$ cat src/rtl/serial_add_ctrl.sv
// serial_add_ctrl: bit-serial adder sequencer adding two WIDTH-bit operands LSB first.
// Define SERIAL_ADD_OVF_EN to add the registered signed-overflow output ovf.
module serial_add_ctrl #(
  parameter int WIDTH = 8
) (
  input  logic             clk,
  input  logic             rst_n,
  input  logic             start,
  input  logic [WIDTH-1:0] op_a,
  input  logic [WIDTH-1:0] op_b,
  output logic             busy,
  output logic             done,
  output logic [WIDTH-1:0] result,
`ifdef SERIAL_ADD_OVF_EN
  output logic             ovf,
`endif
  output logic             carry_out
);
  localparam int CW = $clog2(WIDTH) + 1;
  typedef enum logic [1:0] {IDLE, RUN, DONE} state_t;
  state_t           state;
  logic [WIDTH-1:0] sa, sb;
  logic [CW-1:0]    cnt;
  logic             c, s, c_nxt;
  always_comb begin
    s     = sa[0] ^ sb[0] ^ c;
    c_nxt = (sa[0] & sb[0]) | (c & (sa[0] ^ sb[0]));
  end
  always_ff @(posedge clk or negedge rst_n) begin
    if (!rst_n) begin
      state     <= IDLE;
      busy      <= 1'b0;
      done      <= 1'b0;
      result    <= '0;
      carry_out <= 1'b0;
`ifdef SERIAL_ADD_OVF_EN
      ovf       <= 1'b0;
`endif
      cnt       <= '0;
      c         <= 1'b0;
      sa        <= '0;
      sb        <= '0;
    end else begin
      case (state)
        RUN: begin
          c      <= c_nxt;
          sa     <= sa >> 1;
          sb     <= sb >> 1;
          result <= (result >> 1) | (WIDTH'(s) << (WIDTH - 1));
          if (cnt == CW'(WIDTH - 1)) begin
            carry_out <= c_nxt;
`ifdef SERIAL_ADD_OVF_EN
            ovf       <= c ^ c_nxt;
`endif
            state     <= DONE;
            busy      <= 1'b0;
            done      <= 1'b1;
          end else begin
            cnt <= cnt + CW'(1);
          end
        end
        default: begin
          // IDLE and DONE both accept a new request, giving back-to-back adds
          if (start) begin
            sa    <= op_a;
            sb    <= op_b;
            cnt   <= '0;
            c     <= 1'b0;
            state <= RUN;
            busy  <= 1'b1;
            done  <= 1'b0;
          end else begin
            state <= IDLE;
            busy  <= 1'b0;
            done  <= 1'b0;
          end
        end
      endcase
    end
  end
endmodule
$ cat config.mk
export PLATFORM = sky130hd
export DESIGN_NAME = serial_add_ctrl
export DESIGN_NICKNAME = d
export VERILOG_FILES = /design/src/rtl/serial_add_ctrl.sv
export SDC_FILE = /design/constraint.sdc
export NUM_CORES = 1
export LEC_CHECK = 0
export ABC_AREA = 0
export CORE_MARGIN = 2
export CORE_UTILIZATION = 30
export CTS_CLUSTER_SIZE = 30
export DETAILED_ROUTE_END_ITERATION = 12
export PLACE_DENSITY_LB_ADDON = 0.05
export SYNTH_ARGS = -nofsm -noshare
export SYNTH_HDL_FRONTEND = slang
export SYNTH_SLANG_ARGS = --single-unit
$ cat constraint.sdc
create_clock -name clk -period 2.24 [get_ports clk]
set_clock_uncertainty 0.1 [all_clocks]
set_input_delay 0.224 -clock clk [delete_from_list [all_inputs] [get_ports clk]]
set_output_delay 0.224 -clock clk [all_outputs]
set_load 0.02 [all_outputs]
==> out/qor.yml <==
async_reset_ff_frac: 1.00
drtIter0Drc: 89
switchingPower_w: 0.000945
gr-usage-all-layers: 0.120
crit_required_ps: 1920
cap_violations: 0
worstMarginPinSlew_ps: 583
max_slew_margin: 0.611
p_per_area_nw_per_um2: 1340
ys_types: 25
detail_route.wirelength_um: 2820
gp_congestion: 0.701
dr.pass1.iters: 4
yosysSeqAreaShare: 0.566
core_area_um2: 4440
grt_overflow: 0
internal-power_w: 0.00153
synthesis.nets: 155
syn_area_per_cell_um2: 10.6
slew_violations: 0
grt_pass1_vias: 1006
finalHoldViolations: 0
synth.most_common_cell: "nand2_1"
cts_setup_buffers: 0
placed_area_um2: 1760
clk_latency_ps: 280
grt_max_degree: 33
die_area_um2: 5280
drcViolationCount: 0
initial_core_util: 0.318
dominantRegCellSynth: "dfrtp_1"
period_needed_ps: 1630
die_h_um: 72.7
clkTransAtPathRegs_ps: 70
yosysWarnings: 0
arrival_ps: 1300
cts_hold_buf: 0
crit_buf_inv: 1
nets: 188
detail_route.vias_per_cell: 4.66
clock_power_share: 0.187
cts_buffers: 5
status: "finished, final reports clean"
p_sw_frac: 0.382
io_buffer_count: 29
slowest_stage: "clkdlybuf4s50_1"
io_pins: 30
synthCells: 134
cts_root_buf: "clkbuf_8"
antenna_found_initial: 0
num_vias: 1026
cp_max_fo: 3
min_path_type: "input pin to async pin"
combPwrFrac: 0.414
area_delta_synth_final_pct: 30.9
synth_top_area_share: 0.566
h-tree-depth: 2
rsz0062_at_grt: "false"
peakVddDrop_mv: 0.364
pre_cts_slack_ps: 504
drive_gt1_frac: 0.0952
stdcell_area_um2: 1850
dpl.cell_count: 212
syn_area_um2: 1410
antenna_cells: 0
path_class: "flip-flop to output pin"
antenna_left: 0
fin_crit_sh: 0.726
final_cells: 220
cts_max_path_buffers: 2
fp-row-count: 24
ys_ff_latch: 32
cts_tree: "built"
worstSetupEndpointType: "output pin"
die_w_um: 72.7
critPathLaunchType: "flip-flop"
grt_pass1_wl_um: 4800
finalWorstSetupSlack_ps: 613
dp_hpwl_um: 1920
critPathTopFamily: "buffers and inverters"
p_leak_nw: 0.898
setup_viol: 0
finalHoldWorstSlack_ps: 248
cts_resized: 0
max_stage_delay_ps: 620
seqPwrFrac: 0.400
yosysTopAreaCell: "dfrtp_1"
fmax_mhz: 615
synth_top_cells_by_count: "nand2_1, dfrtp_1, mux2i_1, o21ai_0, buf_2"
ys_top_cells_by_area: "dfrtp_1, mux2i_1, nand2_1"
wl_per_cell_um: 12.8
finalSetupTns_ps: 0
synth_edf_count: 0
cts.sinks: 32
crit_chain: "clkdlybuf4s50_1"
[final timing paths]
check | startpoint | endpoint | slack (ps) | cells after the start
worst max-delay path | state[1] | done | 610 | 1
worst min-delay path | rst_n | cnt[3] | 250 | 2
worst max register to register | state[1] | carry_out | 630 | 3
worst min register to register | sb[3] | sb[2] | 380 | 2
max in group asynchronous | rst_n | result[0] | 1490 | 2
min in group clk | sb[3] | sb[2] | 380 | 2
[sequential cells by signal (all words and copies together) (netlist names)]
name       count
cnt            4
carry_out      1
c              1
result         8
state          2
sa             8
sb             8
[layer usage]
metal  global-route usage  routed length [um]  vias up
met5                    0                   0        -
met4               0.0556                  59        0
met3               0.0387                 156        6
met2                0.177                1200       31
met1                0.161                1400      478
li1                     -                   -      511
[final cells by class]
class,count,area (um2)
clock buffer,6,82.6
clock inverter,2,10.0
fill,455,2590
inverter,1,3.75
multi-input combinational,93,561
sequential,32,801
tap,52,65.1
timing repair buffer,34,328
[power groups by stage]
stage               logic [W]  registers (W)  clock network (W)
floorplan            0.000621        0.00107                  0
global placement      0.00102       0.000991                  0
detailed placement    0.00105       0.000997                  0
CTS                   0.00104       0.000990           0.000480
global route          0.00116        0.00103           0.000508
finish                0.00102       0.000988           0.000461
[metrics by stage]
step	util	total power, W
floorplan	-	0.00169
finish	0.416	0.00247
global route	0.416	0.00269
detailed placement	0.396	0.00204
global placement	0.396	0.00201
CTS	0.416	0.00251
[layout by cell type (no fill, tap or decap), drive strengths merged, types with 2 or more instances in the layout]
| master | netlist | final |
|---|---|---|
| nor2 | 6 | 6 |
| clkbuf | 0 | 6 |
| dfrtp | 32 | 32 |
| buf | 8 | 5 |
| mux2i | 17 | 17 |
| nand2 | 40 | 40 |
| clkinv | 0 | 2 |
| o21ai | 14 | 14 |
| nand3 | 2 | 2 |
| clkdlybuf4s50 | 0 | 29 |
| nand3b | 2 | 2 |
[kinds of logic after synthesis]
kind of cell             Yosys count  share of synthesized area
buffers and inverters              9                     0.0372
adder cells (fa/ha/maj)            2                     0.0230
flip-flops                        32                      0.566
AND/OR/NAND/NOR                   54                      0.165
multiplexers                      18                      0.131
AO/OA/AOI/OAI                     19                     0.0779
Power figures use the tool's default switching activity.
